File: src/rtl/gpr_file_sb.sv
// Parametrised register file with write-to-read bypass, optional hardwired zero
// register and a per-register busy scoreboard for the issue stage.
module gpr_file_sb #(
  parameter int DATA_W   = 8,
  parameter int ADDR_W   = 3,
  parameter int ZERO_REG = 0,
  parameter int BYPASS   = 1
) (
  input  logic              clk,
  input  logic              rst_n,
  input  logic              reg_write_en,
  input  logic [ADDR_W-1:0] reg_write_dest,
  input  logic [DATA_W-1:0] reg_write_data,
  input  logic [ADDR_W-1:0] reg_read_addr_1,
  output logic [DATA_W-1:0] reg_read_data_1,
  input  logic [ADDR_W-1:0] reg_read_addr_2,
  output logic [DATA_W-1:0] reg_read_data_2,
  input  logic              rsv_en,
  input  logic [ADDR_W-1:0] rsv_addr,
  output logic              busy_1,
  output logic              busy_2,
  output logic              rsv_conflict,
  output logic [ADDR_W:0]   pending_cnt
);

  localparam int NUM_REGS = 2 ** ADDR_W;

  logic [DATA_W-1:0]   regs_q [NUM_REGS];
  logic [DATA_W-1:0]   regs_d [NUM_REGS];
  logic [NUM_REGS-1:0] busy_q, busy_d;
  logic [ADDR_W:0]     pending_cnt_q, pending_cnt_d;
  logic                wr_ok, rsv_ok;
  logic                hit_1, hit_2, zero_1, zero_2;

  function automatic logic is_zero(input logic [ADDR_W-1:0] addr);
    return (ZERO_REG != 0) && (addr == '0);
  endfunction

  always_comb begin
    wr_ok  = reg_write_en && !is_zero(reg_write_dest);
    rsv_ok = rsv_en && !is_zero(rsv_addr);
    regs_d = regs_q;
    busy_d = busy_q;
    if (wr_ok) begin
      regs_d[reg_write_dest] = reg_write_data;
      busy_d[reg_write_dest] = 1'b0;
    end
    // Reservation applied after the write so a new producer wins over writeback.
    if (rsv_ok) begin
      busy_d[rsv_addr] = 1'b1;
    end
    pending_cnt_d = pending_cnt_q;
    if (rsv_ok && !busy_q[rsv_addr]) begin
      pending_cnt_d = pending_cnt_d + 1'b1;
    end
    if (wr_ok && busy_q[reg_write_dest] && !(rsv_ok && (rsv_addr == reg_write_dest))) begin
      pending_cnt_d = pending_cnt_d - 1'b1;
    end
  end

  always_comb begin
    zero_1 = is_zero(reg_read_addr_1);
    zero_2 = is_zero(reg_read_addr_2);
    hit_1  = (BYPASS != 0) && wr_ok && (reg_write_dest == reg_read_addr_1);
    hit_2  = (BYPASS != 0) && wr_ok && (reg_write_dest == reg_read_addr_2);
    reg_read_data_1 = hit_1 ? reg_write_data : (zero_1 ? '0 : regs_q[reg_read_addr_1]);
    reg_read_data_2 = hit_2 ? reg_write_data : (zero_2 ? '0 : regs_q[reg_read_addr_2]);
    busy_1 = busy_q[reg_read_addr_1] && !hit_1 && !zero_1;
    busy_2 = busy_q[reg_read_addr_2] && !hit_2 && !zero_2;
    rsv_conflict = rsv_en && busy_q[rsv_addr] &&
                   !(reg_write_en && (reg_write_dest == rsv_addr));
  end

  assign pending_cnt = pending_cnt_q;

  always_ff @(posedge clk or negedge rst_n) begin
    if (!rst_n) begin
      for (int i = 0; i < NUM_REGS; i++) begin
        regs_q[i] <= '0;
      end
      busy_q        <= '0;
      pending_cnt_q <= '0;
    end else begin
      regs_q        <= regs_d;
      busy_q        <= busy_d;
      pending_cnt_q <= pending_cnt_d;
    end
  end

endmodule

File: config.mk
export PLATFORM = sky130hd
export DESIGN_NAME = gpr_file_sb
export DESIGN_NICKNAME = d
export VERILOG_FILES = /design/src/rtl/gpr_file_sb.sv
export SDC_FILE = /design/constraint.sdc
export NUM_CORES = 1
export LEC_CHECK = 0
export ABC_AREA = 1
export CAP_MARGIN = 30
export CORE_MARGIN = 2
export CORE_UTILIZATION = 50
export CTS_CLUSTER_SIZE = 25
export DETAILED_ROUTE_END_ITERATION = 10
export GPL_ROUTABILITY_DRIVEN = 0
export PLACE_DENSITY = 0.71
export SETUP_SLACK_MARGIN = 0.15
export SLEW_MARGIN = 20
export SYNTH_ARGS = -nofsm -noshare
export SYNTH_HDL_FRONTEND = slang
export SYNTH_SLANG_ARGS = --single-unit
File: constraint.sdc
create_clock -name clk -period 1.8 [get_ports clk]
set_input_delay 0.18 -clock clk [delete_from_list [all_inputs] [get_ports clk]]
set_output_delay 0.18 -clock clk [all_outputs]
set_load 0.05 [all_outputs]
==> impl_metrics.ini, run 1 <==
[routing]
wl_met1_um = 6515
dr_wl_met2_um = 7061
wl_met3_um = 1231
final_antenna_net_count = 0
highest_layer = met4
drt-wirelength-per-cell_um = 17.50
routed_wirelength_um = 15290
firstDrtPassIters = 5
drt_iter0_markers = 401
drc = 0
vias = 5114
viasPerCell = 5.851

[clock_tree]
cts-root-buf = clkbuf_8
clk_latency_ns = 0.35
cts_sinks = 76
htreeDepth = 3
path_clk_slew_ns = 0.07
cts_tree = yes
cts-buffers-inserted = 9
cts_buffer_depth = 2

[sta]
rsz0062_at_grt = yes
clock_skew_ns = 0.004720
max_slew.worst_pin.slew_ns = 0.5285
max_freq_ghz = 0.5500
timing.final.crit_period_ns = 1.818
setup_slack_ns = -0.01818
setup_violations = 1
hold_viol = 0
drv_slew = 0
finalCritPeriodShare = 1.010
setup_tns_ns = -0.01818
slew_headroom = 0.6490

[power]
seq_power_share = 0.347
power.density_mw_per_mm2 = 1004
p_switching_uw = 2554
switching_share = 0.3786
pwr-share-clk = 0.224
irDropWorstVdd_uv = 739.3
total_leakage_power_uw = 0.003017
internal_power_uw = 4193
combPwrFrac = 0.429
finalPower_uw = 6747

[worst_setup_path]
critPathKind = flop to primary output
cp_max_fo = 2
end_kind = primary output
cp_data_arrival_time_ns = 1.64
cp-start-kind = flop
critPathRequiredTime_ns = 1.62

[status]
outcome = complete, but fails checks
violations = setup timing

[finish]
syn_to_final_growth_pct = 43.70
fin_area_mm2 = 0.006719
seqCellArea_mm2 = 0.001904
multi_input_comb_area_mm2 = 0.002608
drive_gt1_frac = 0.3657
instances_no_fill = 874
antenna_cells = 0
final_nets = 784
num-fill-cells = 640

[logic_synthesis]
synth_ff_type = dfrtp_1
synth.distinct_cells = 33
ys_ff_latch = 76
synthCells = 643
yosysWarnings = 0
ys_async_sr_fraction = 1.000
yosysSeqAreaShare = 0.4067
syn-num-nets = 669
synth_edf_count = 0
avgSynthCellArea_um2 = 7.272
syn_area_mm2 = 0.004676

[floorplanning]
die_w_um = 100.7
die_h_um = 100.7
rows = 35
die-area_mm2 = 0.01014
start_util = 0.5109
ios = 47
core_mm2 = 0.009153

[grt]
grt_pass1_wl_um = 24230
grt_pass1_vias = 4822
grt_overflow = 0
grt_max_degree = 42
grt_usage = 0.3059
antenna_found_initial = 0

[place]
port_buffers = 46
numPlacedInstances = 827
hpwl_um = 9869
placed_cell_area_mm2 = 0.005886

[hold_path]
worst_hold_path_type = input pin to async pin

[flow_run]
cap_violations = 0
## cell usage after synthesis, types with 7 or more instances
library cell | instances | share of area
nand3_1 | 23 | 0.025
o211ai_1 | 30 | 0.048
a21oi_1 | 60 | 0.064
o21ai_1 | 51 | 0.055
clkbuf_1 | 11 | 0.0088
dfrtp_1 | 76 | 0.41
inv_2 | 14 | 0.011
buf_2 | 24 | 0.026
inv_1 | 62 | 0.050
nand2_1 | 119 | 0.096
o21ai_0 | 95 | 0.10
nor2_1 | 25 | 0.020
nand2_2 | 7 | 0.0094
o22ai_1 | 10 | 0.013
## layer usage
layer  global-route usage  vias up
li1                     -     2407
met1               0.4286     2402
met4               0.1233        0
met2               0.4703      263
met5                    0        -
met3              0.05409       42
## layout make-up
type | instances | share of cell area
Tap cell | 111 | 0.02067
Clock buffer | 13 | 0.02514
Multi-Input combinational cell | 450 | 0.3881
Inverter | 78 | 0.04395
Sequential cell | 76 | 0.2834
Clock inverter | 3 | 0.01006
Timing Repair Buffer | 143 | 0.2287
## power by group through the flow
stage / Sequential [uW] / Combinational (uW) / Clock [uW]
floorplan: 2420 / 1320 / 0
global placement: 2310 / 2330 / 0
detailed placement: 2330 / 2380 / 0
CTS: 2310 / 2630 / 1540
global route: 2380 / 3120 / 1610
finish: 2340 / 2890 / 1510
## cells in the final DEF, fill, tap and decap left out, types with 25 or more instances in the layout
cell,netlist,layout
o211ai_1,30,30
a21oi_2,0,25
nand2_1,119,106
buf_12,0,26
buf_4,2,76
a21oi_1,60,35
o21ai_1,51,72
dfrtp_1,76,74
o21ai_0,95,52
inv_2,14,45
inv_1,62,31
## worst max-delay path, stage by stage (launching register included)
cell and delay (ns):
dfrtp_1 0.40, buf_6 0.13, o21ai_2 0.05, a21oi_2 0.13, a211oi_2 0.06, nor3b_2 0.29
clkbuf_16 0.22
## timing repair
action,4_1_cts,5_1_grt
gates cloned,2,1
hold buffers,1,0
pin swaps,37,38
setup endpoints to repair,26,23
gates resized for setup,128,65
endpoints found under the hold margin,35,0
buffers inserted,18,9
## worst paths after layout
kind | startpoint | endpoint | slack (ns) | cells past startpoint
worst max register to register | busy_q[0] | pending_cnt[2] | 0.04 | 12
worst max-delay path | busy_q[0] | busy_1 | -0.02 | 6
min in group clk | rsv_addr[0] | busy_q[6] | 0.48 | 3
max in group asynchronous | rst_n | busy_q[1] | 0.89 | 3
worst min-delay path | rst_n | regs_q[46] | 0.33 | 2
worst min register to register | regs_q[56] | regs_q[56] | 0.51 | 2
## flip-flops by register name (all words and copies together), names as in the netlist
name         count
regs_q          64
busy_q           8
pending_cnt      4
## cell families after synthesis
family          after synthesis  share of synthesized area
compound gates              250                     0.2911
xor+xnor                      7                    0.01311
fa+ha+maj                     2                   0.005351
buf+inv                     117                     0.1041
flops                        76                     0.4067
simple gates                191                     0.1796
## per-stage QoR
stage | hold WS (ns) | util | setup slack [ns]
after CTS | 0.3320 | 0.7094 | 0.04542
final | 0.3297 | 0.7341 | -0.01818
after global placement | 0.1759 | 0.6431 | -0.1800
after detailed placement | 0.1737 | 0.6431 | -0.2700
after global routing | 0.3779 | 0.7341 | -0.06548
after floorplan | -0.1156 | - | -0.09607
No activity file was read; power rests on OpenSTA's default activity.
==> inputs of run 2 (changes only) <==
--- a/config.mk
+++ b/config.mk
@@ -7,7 +7,6 @@
 export LEC_CHECK = 0
 export ABC_AREA = 1
 export CAP_MARGIN = 30
-export CORE_MARGIN = 2
 export CORE_UTILIZATION = 50
 export CTS_CLUSTER_SIZE = 25
 export DETAILED_ROUTE_END_ITERATION = 10
==> run 2 against run 1 <==
  * Design area shrank 4.2%
  * Clock power fell by 12%
  * Clock skew is essentially flat
  * Critical path type unchanged
  * Register-to-register slack better by 0.05 ns
  * The flow now finishes without violations
  * Largest cell class unchanged
==> impl_metrics.ini, run 2 (synthesis results as in run 1) <==
[finish]
syn_to_final_growth_pct = 37.73
drive_gt1_frac = 0.3193
instances_no_fill = 844
seqCellArea_mm2 = 0.001904
num-fill-cells = 701
finish.utilization = 0.7243
final_common_cell = nand2_1
regMostFlops = regs_q
antenna_cells = 0
largest_register_ffs = 64
final_nets = 757
mostFrequentLayoutCells = 112 x nand2_1, 74 x dfrtp_1, 73 x o21ai_1
multi_input_comb_area_mm2 = 0.002580

[power]
power.density_mw_per_mm2 = 995.5
finalPower_uw = 6411
irDropWorstVdd_uv = 974.2
total_leakage_power_uw = 0.002882

[grt]
grt_overflow = 0
antenna_found_initial = 0
grt_max_degree = 54
grt_pass1_vias = 4624
grt_usage = 0.3086
grt_pass1_wl_um = 23240

[clock_tree]
cts_sinks = 76
cts-root-buf = clkbuf_8
htreeDepth = 3
cts_tree = yes
clk_latency_ns = 0.35
cts_buffer_depth = 2
path_clk_slew_ns = 0.09
cts-buffers-inserted = 9

[worst_setup_path]
end_kind = primary output
cp_data_arrival_time_ns = 1.57
critPathKind = flop to primary output
cp-startpoint = busy_q[7]
cp-endpoint = rsv_conflict
rrSetupSlack_ns = 0.09
reg2reg_to = pending_cnt[2]
reg2reg_depth = 12
r2r_start = busy_q[7]
cp-start-kind = flop
cp_max_fo = 4
critPathRequiredTime_ns = 1.62

[sta]
rsz0062_at_grt = yes
setup_violations = 0
slew_headroom = 0.6671
max_slew.worst_pin.slew_ns = 0.5014
clock_skew_ns = 0.005176
finalCritPeriodShare = 0.9723
hold_viol = 0
setup_slack_ns = 0.04984
setup_tns_ns = 0
max_freq_ghz = 0.5714
timing.final.crit_period_ns = 1.750
drv_slew = 0

[status]
outcome = finished, final reports clean

[floorplanning]
core_mm2 = 0.008891
die_h_um = 98.70
die-area_mm2 = 0.009742
rows = 34
die_w_um = 98.70
ios = 47
start_util = 0.5259

[routing]
final_antenna_net_count = 0
firstDrtPassIters = 5
routed_wirelength_um = 14930
viasPerCell = 5.911
drt-wirelength-per-cell_um = 17.69
drt_iter0_markers = 391
drc = 0
vias = 4989

[flow_run]
cap_violations = 0

[hold_path]
worst_hold_path_type = input pin to async pin

[place]
port_buffers = 46
numPlacedInstances = 814
post-place-ws_ns = -0.3367
hpwl_um = 9822
[run 2: worst max-delay path: stages (launching register included)]
cell     delay (ns)
dfrtp_1        0.42
inv_2          0.09
nand2_1        0.07
nand3_2        0.08
nand2_2        0.06
nor2_4         0.18
buf_6          0.13
nor2_4         0.03
buf_12         0.16
[run 2: stage by stage]
stage	instance area, um^2	hold WS, ns
after global routing	6440	0.2759
after floorplan	4718	-0.1156
after detailed placement	5832	0.1015
final	6440	0.2516
after CTS	6307	0.2610
after global placement	5832	0.09669
[run 2: power by group]
group          leakage (uW)  internal, uW  switching [uW]
combinational       0.00185          1120            1620
sequential         0.000928          2070             269
clock              0.000100           678             651
total               0.00288          3870            2540
[run 2: worst min path at each step]
stage                       endpoint
final                     regs_q[33]
after global routing      regs_q[17]
after CTS                 regs_q[17]
after detailed placement  regs_q[50]
after global placement    regs_q[50]
after floorplan            busy_q[0]
[run 2: cell type report]
class	instances	area share
multi-input combinational	450	0.4006
tap	108	0.02098
clock inverter	4	0.007577
timing repair buffer	116	0.2067
clock buffer	12	0.02254
sequential	76	0.2957
inverter	78	0.04585
[run 2: what timing repair did]
item / CTS / global route
pin swaps: 27 / 32
endpoints found under the hold margin: 23 / 0
gates cloned: 2 / 1
setup buffers: 9 / 1
setup endpoints to repair: 25 / 22
gates resized for setup: 109 / 59
hold buffers: 1 / 0
[run 2: per-layer routing]
| layer | track usage | wire length [um] |
|---|---|---|
| met1 | 0.3964 | 6084 |
| met2 | 0.5130 | 7246 |
| met3 | 0.04681 | 1114 |
| met4 | 0.1481 | 488 |
| met5 | 0 | 0 |
